[src/rtl/ifu_pkg.sv]
// ifu_pkg: shared state encoding and constants for the instruction fetch unit
package ifu_pkg;
  typedef enum logic {FETCH, HOLD} state_t;
  localparam logic [31:0] DEFAULT_RESET_PC = 32'h0000_3000;
  localparam logic [31:0] NOP = 32'h0000_0000;
endpackage

[src/rtl/ifu_npc.sv]
// ifu_npc: next fetch address from the instruction in ID and its live branch/jump strobes
module ifu_npc
  import ifu_pkg::*;
(
  input  logic [31:0] pc,
  input  logic [31:0] id_pc,
  input  logic [25:0] instr_index,
  input  logic        id_valid,
  input  logic        branch,
  input  logic        cmp_out,
  input  logic        j,
  input  logic        jr,
  input  logic [31:0] jr_target,
  output logic [31:0] next_pc
);
  logic [31:0] seq_pc;
  logic [31:0] slot_pc;
  logic [31:0] br_off;
  assign seq_pc  = pc + 32'd4;
  assign slot_pc = id_pc + 32'd4;
  assign br_off  = {{14{instr_index[15]}}, instr_index[15:0], 2'b00};
  always_comb begin
    next_pc = !id_valid          ? seq_pc :
              jr                 ? jr_target & 32'hFFFF_FFFC :
              j                  ? {slot_pc[31:28], instr_index, 2'b00} :
              (branch && cmp_out) ? slot_pc + br_off :
                                   seq_pc;
  end
endmodule

[src/rtl/ifu.sv]
// ifu: PC, IF/ID register and instruction-memory handshake with a one-word stall buffer
module ifu
  import ifu_pkg::*;
#(
  parameter logic [31:0] RESET_PC = DEFAULT_RESET_PC
) (
  input  logic        clk,
  input  logic        reset,
  input  logic        stall,
  input  logic        branch,
  input  logic        cmp_out,
  input  logic        j,
  input  logic        jr,
  input  logic [31:0] jr_target,
  output logic        imem_req,
  output logic [31:0] imem_addr,
  input  logic        imem_ack,
  input  logic [31:0] imem_rdata,
  output logic [31:0] id_instr,
  output logic [31:0] id_pc,
  output logic [31:0] id_pc8,
  output logic        id_valid,
  output logic        id_fire
);
  state_t      state, state_nx;
  logic [31:0] pc, ibuf, next_pc;
  logic        park;
  ifu_npc u_npc (
    .pc         (pc),
    .id_pc      (id_pc),
    .instr_index(id_instr[25:0]),
    .id_valid   (id_valid),
    .branch     (branch),
    .cmp_out    (cmp_out),
    .j          (j),
    .jr         (jr),
    .jr_target  (jr_target),
    .next_pc    (next_pc)
  );
  always_comb begin
    id_fire  = !reset && !stall && (state == HOLD || imem_ack);
    park     = !reset && stall && state == FETCH && imem_ack;
    state_nx = id_fire ? FETCH : park ? HOLD : state;
    imem_req = !reset && state == FETCH;
  end
  assign imem_addr = pc;
  assign id_pc8    = id_pc + 32'd8;
  always_ff @(posedge clk) begin
    if (reset) begin
      state    <= FETCH;
      pc       <= RESET_PC;
      ibuf     <= NOP;
      id_instr <= NOP;
      id_pc    <= '0;
      id_valid <= 1'b0;
    end else begin
      state <= state_nx;
      if (park) ibuf <= imem_rdata;
      if (id_fire) begin
        id_instr <= state == HOLD ? ibuf : imem_rdata;
        id_pc    <= pc;
        id_valid <= 1'b1;
        pc       <= next_pc;
      end
    end
  end
endmodule

[config.mk]
export PLATFORM = sky130hd
export DESIGN_NAME = ifu
export DESIGN_NICKNAME = d
export VERILOG_FILES = /design/src/rtl/ifu_pkg.sv /design/src/rtl/ifu_npc.sv /design/src/rtl/ifu.sv
export SDC_FILE = /design/constraint.sdc
export NUM_CORES = 1
export LEC_CHECK = 0
export CORE_MARGIN = 5
export CORE_UTILIZATION = 56
export CTS_CLUSTER_SIZE = 28
export DETAILED_ROUTE_END_ITERATION = 8
export GPL_TIMING_DRIVEN = 0
export PLACE_DENSITY_LB_ADDON = 0.1
export SLEW_MARGIN = 0
export SYNTH_ARGS = -nofsm -noshare
export SYNTH_HDL_FRONTEND = slang
export SYNTH_SLANG_ARGS = --single-unit
export TNS_END_PERCENT = 20
[constraint.sdc]
create_clock -name clk -period 7.79 [get_ports clk]
set_input_delay 0.779 -clock clk [delete_from_list [all_inputs] [get_ports clk]]
set_output_delay 0.779 -clock clk [all_outputs]
set_load 0.01 [all_outputs]
==> results.py <==
metrics = {
    "global_routing": {
        "grt_max_degree": 23,
        "antenna_found_initial": 1,
        "grt_pass1_vias": 10483,
        "grt_pass1_wl_mm": 59.9,
        "track_usage_pct": 39.4,
        "overflow": 0,
    },
    "die": {
        "rows": 46,
        "die_y_um": 138,
        "dieArea_mm2": 0.0191,
        "core_area_mm2": 0.0160,
        "num_io_pins": 203,
        "fp.dieW_um": 138,
        "initial_core_util_pct": 57.6,
    },
    "routing": {
        "top_layer_used": "met5",
        "routedWlPerCell_um": 23.2,
        "drc": 0,
        "via_count": 10907,
        "first_iter_violations": 1600,
        "met3WireLength_mm": 4.37,
        "wl_met1_mm": 14.2,
        "wirelength_mm": 39.3,
        "vias_per_cell": 6.44,
        "ant_nets": 0,
        "wl_met2_mm": 17.4,
        "dr.pass1.iters": 5,
    },
    "finish": {
        "final-seq-area_mm2": 0.00260,
        "nets": 1573,
        "multi_input_area_mm2": 0.00614,
        "drive_above_1_share_pct": 3.93,
        "final_cell_mix": "clkdlybuf4s50_1 (198), nand2_1 (181), dfxtp_1 (130), nor2_1 (117), a21oi_1 (108)",
        "fin_util_pct": 75.5,
        "mostFrequentLayoutCell": "clkdlybuf4s50_1",
        "area_growth_pct": 31.1,
        "design_area_mm2": 0.0121,
        "fillers": 1163,
        "antenna_cells": 0,
    },
    "clock_network": {
        "clock_latency_ns": 0.44,
        "post-cts-setup-buffers": 0,
        "htree_num_levels": 4,
        "cts_tree": "built",
        "ctsHoldBuffers": 0,
        "cts-root-buf": "clkbuf_16",
        "cts_buffer_depth": 2,
        "cts_sinks": 130,
        "cts_buffers": 17,
        "clkTransAtPathRegs_ns": 0.08,
        "cts_resized": 0,
    },
    "critical_path": {
        "r2r-end": "imem_addr[26]",
        "cp_max_fo": 10,
        "arrival_ns": 5.66,
        "worstReg2RegStart": "id_pc[6]",
        "end_kind": "register",
        "cp_data_required_time_ns": 8.14,
        "r2r_cells": 20,
        "worst-setup-path-type": "register to register",
        "crit_path_start_kind": "register",
        "reg2reg_slack_ns": 2.47,
    },
    "yosys": {
        "postSynthCellCount": 1247,
        "ys_seq_area_share_pct": 28.3,
        "synth_top_family_by_area": "simple AND/OR/NAND/NOR gates",
        "synth.area.mux_share_pct": 4.05,
        "ys_ff_latch": 130,
        "yosys.area_share.xor_xnor_pct": 9.23,
        "syn_nets": 1356,
        "synth-warning-count": 0,
        "synth-simple-area-share_pct": 25.3,
        "ys_async_sr_fraction_pct": 0,
        "netlist_area_mm2": 0.00921,
        "synth_cell_types": 67,
        "synth-edff-count": 0,
        "synth_top_flop_cell": "dfxtp_1",
        "synth_compound_area_share_pct": 23.0,
        "syn-mean-instance-area_um2": 7.38,
        "synth_fa_ha_area_share_pct": 5.11,
    },
    "timing": {
        "finalCritPeriodShare_pct": 68.3,
        "rsz0062_at_grt": "no",
        "setup_tns_ns": 0,
        "slew_headroom_pct": 25.7,
        "fin_skew_ns": 0.0117,
        "post-route-min-period_ns": 5.32,
        "fmax_mhz": 188,
        "fin_ws_ns": 2.47,
        "setup_viol": 0,
        "final_hold_viol_count": 0,
        "slew_violations": 0,
        "tightest_slew_ns": 1.11,
    },
    "pwr": {
        "p_leak_nw": 4.41,
        "p_per_area_mw_per_mm2": 164,
        "vdd_drop_max_mv": 0.170,
    },
    "worst_hold_path": {
        "worstHoldEndpoint": "ibuf[5]",
        "hp-start": "ibuf[5]",
        "whs_path_depth": 2,
        "hold_path.class": "register to register",
    },
    "run_status": {
        "run_status": "finished clean",
    },
    "placement": {
        "place_area_mm2": 0.0115,
        "pre_cts_ws_ns": 2.70,
        "io_buffers": 198,
        "hpwl_mm": 29.2,
        "gp_congestion": 1.06,
    },
    "run": {
        "maxCapViolCount": 0,
    },
}
==> logic make-up after synthesis <==
| kind of cell | Yosys count |
|---|---|
| AO/OA/AOI/OAI | 340 |
| AND/OR/NAND/NOR | 495 |
| adder cells (fa/ha/maj) | 37 |
| flip-flops | 130 |
| multiplexers | 37 |
| XOR/XNOR | 97 |
| buffers and inverters | 111 |
==> worst max-delay path, cell delays in order, from the launching register on <==
cell	delay, ns
dfxtp_1	0.33
buf_2	0.19
and3_1	0.24
and3_1	0.17
clkbuf_1	0.26
nand3_4	0.15
nor2_1	0.23
and2_1	0.16
clkbuf_1	0.40
nand3_1	0.18
xnor2_1	0.50
ha_1	0.43
and3_1	0.25
o21ai_0	0.09
a32o_1	0.24
nand3b_1	0.10
a21oi_1	0.23
nor3_1	0.09
nor3b_1	0.46
o221ai_1	0.23
a311oi_1	0.28
==> synthesized netlist by cell type (all sizes together) (4+ instances only) <==
master	n	area, um2
nand2	182	686
dfxtp	130	2600
nor2	117	439
a21oi	108	541
o21ai	94	470
clkbuf	75	283
xnor2	53	464
xor2	44	385
a211oi	43	323
nand3	41	230
nand2b	39	244
ha	36	450
mux2i	35	350
nor3	32	160
and3	18	118
inv	18	67.6
buf	17	110
nand4	16	100
a21o	14	105
nor2b	13	81.3
a221oi	9	78.8
a2111oi	8	70.1
o221ai	7	61.3
a31oi	6	37.5
and2	6	37.5
and4	6	52.6
o21bai	6	45.0
o22ai	6	37.5
or3	6	37.5
a311oi	5	43.8
o211ai	5	42.5
a211o	4	35.0
nand3b	4	30.0
nor4	4	25.0
or4	4	37.5
==> sequential cells by signal (all words and copies together), names as in the netlist <==
| name | count |
|---|---|
| ibuf | 32 |
| id_instr | 32 |
| id_pc | 32 |
| imem_addr | 32 |
| id_valid | 1 |
| state | 1 |
==> metrics by stage <==
stage	hold slack (ns)	power, W	std cells
after floorplan	0.449	0.000949	1247
final	0.482	0.00198	1693
after detailed placement	0.468	0.00114	1661
after CTS	0.481	0.00195	1693
after global placement	0.459	0.00113	1661
after global routing	0.506	0.00202	1693
==> where the power goes <==
group,total [W],internal [W],switching [W]
logic,0.000393,0.000168,0.000225
clock network,0.000829,0.000435,0.000393
registers,0.000753,0.000699,0.0000539
==> layout make-up <==
cell class | instances | share of cell area [%]
clock inverter | 15 | 1.54
sequential | 130 | 21.6
buffer | 92 | 3.25
tap | 216 | 2.24
clock buffer | 17 | 3.52
timing repair buffer | 198 | 16.4
multi-input combinational | 1006 | 50.9
inverter | 19 | 0.591
==> layer usage <==
| layer | GRT usage (%) | vias to the layer above |
|---|---|---|
| met5 | 0 | - |
| met4 | 27.2 | 2 |
| met3 | 10.2 | 212 |
| met1 | 47.1 | 5026 |
| li1 | - | 4880 |
| met2 | 61.9 | 787 |
==> worst max path at each step <==
stage | start | depth (start not counted) | slack [ns] | endpoint
floorplan | id_pc[6] | 20 | 3.64 | imem_addr[25]
global placement | id_pc[6] | 20 | 2.81 | imem_addr[26]
detailed placement | id_pc[6] | 20 | 2.70 | imem_addr[26]
CTS | id_pc[6] | 20 | 2.63 | imem_addr[25]
global route | id_pc[6] | 20 | 2.26 | imem_addr[25]
finish | id_pc[6] | 20 | 2.47 | imem_addr[26]
Note: power is estimated with default switching activity, not from simulation.
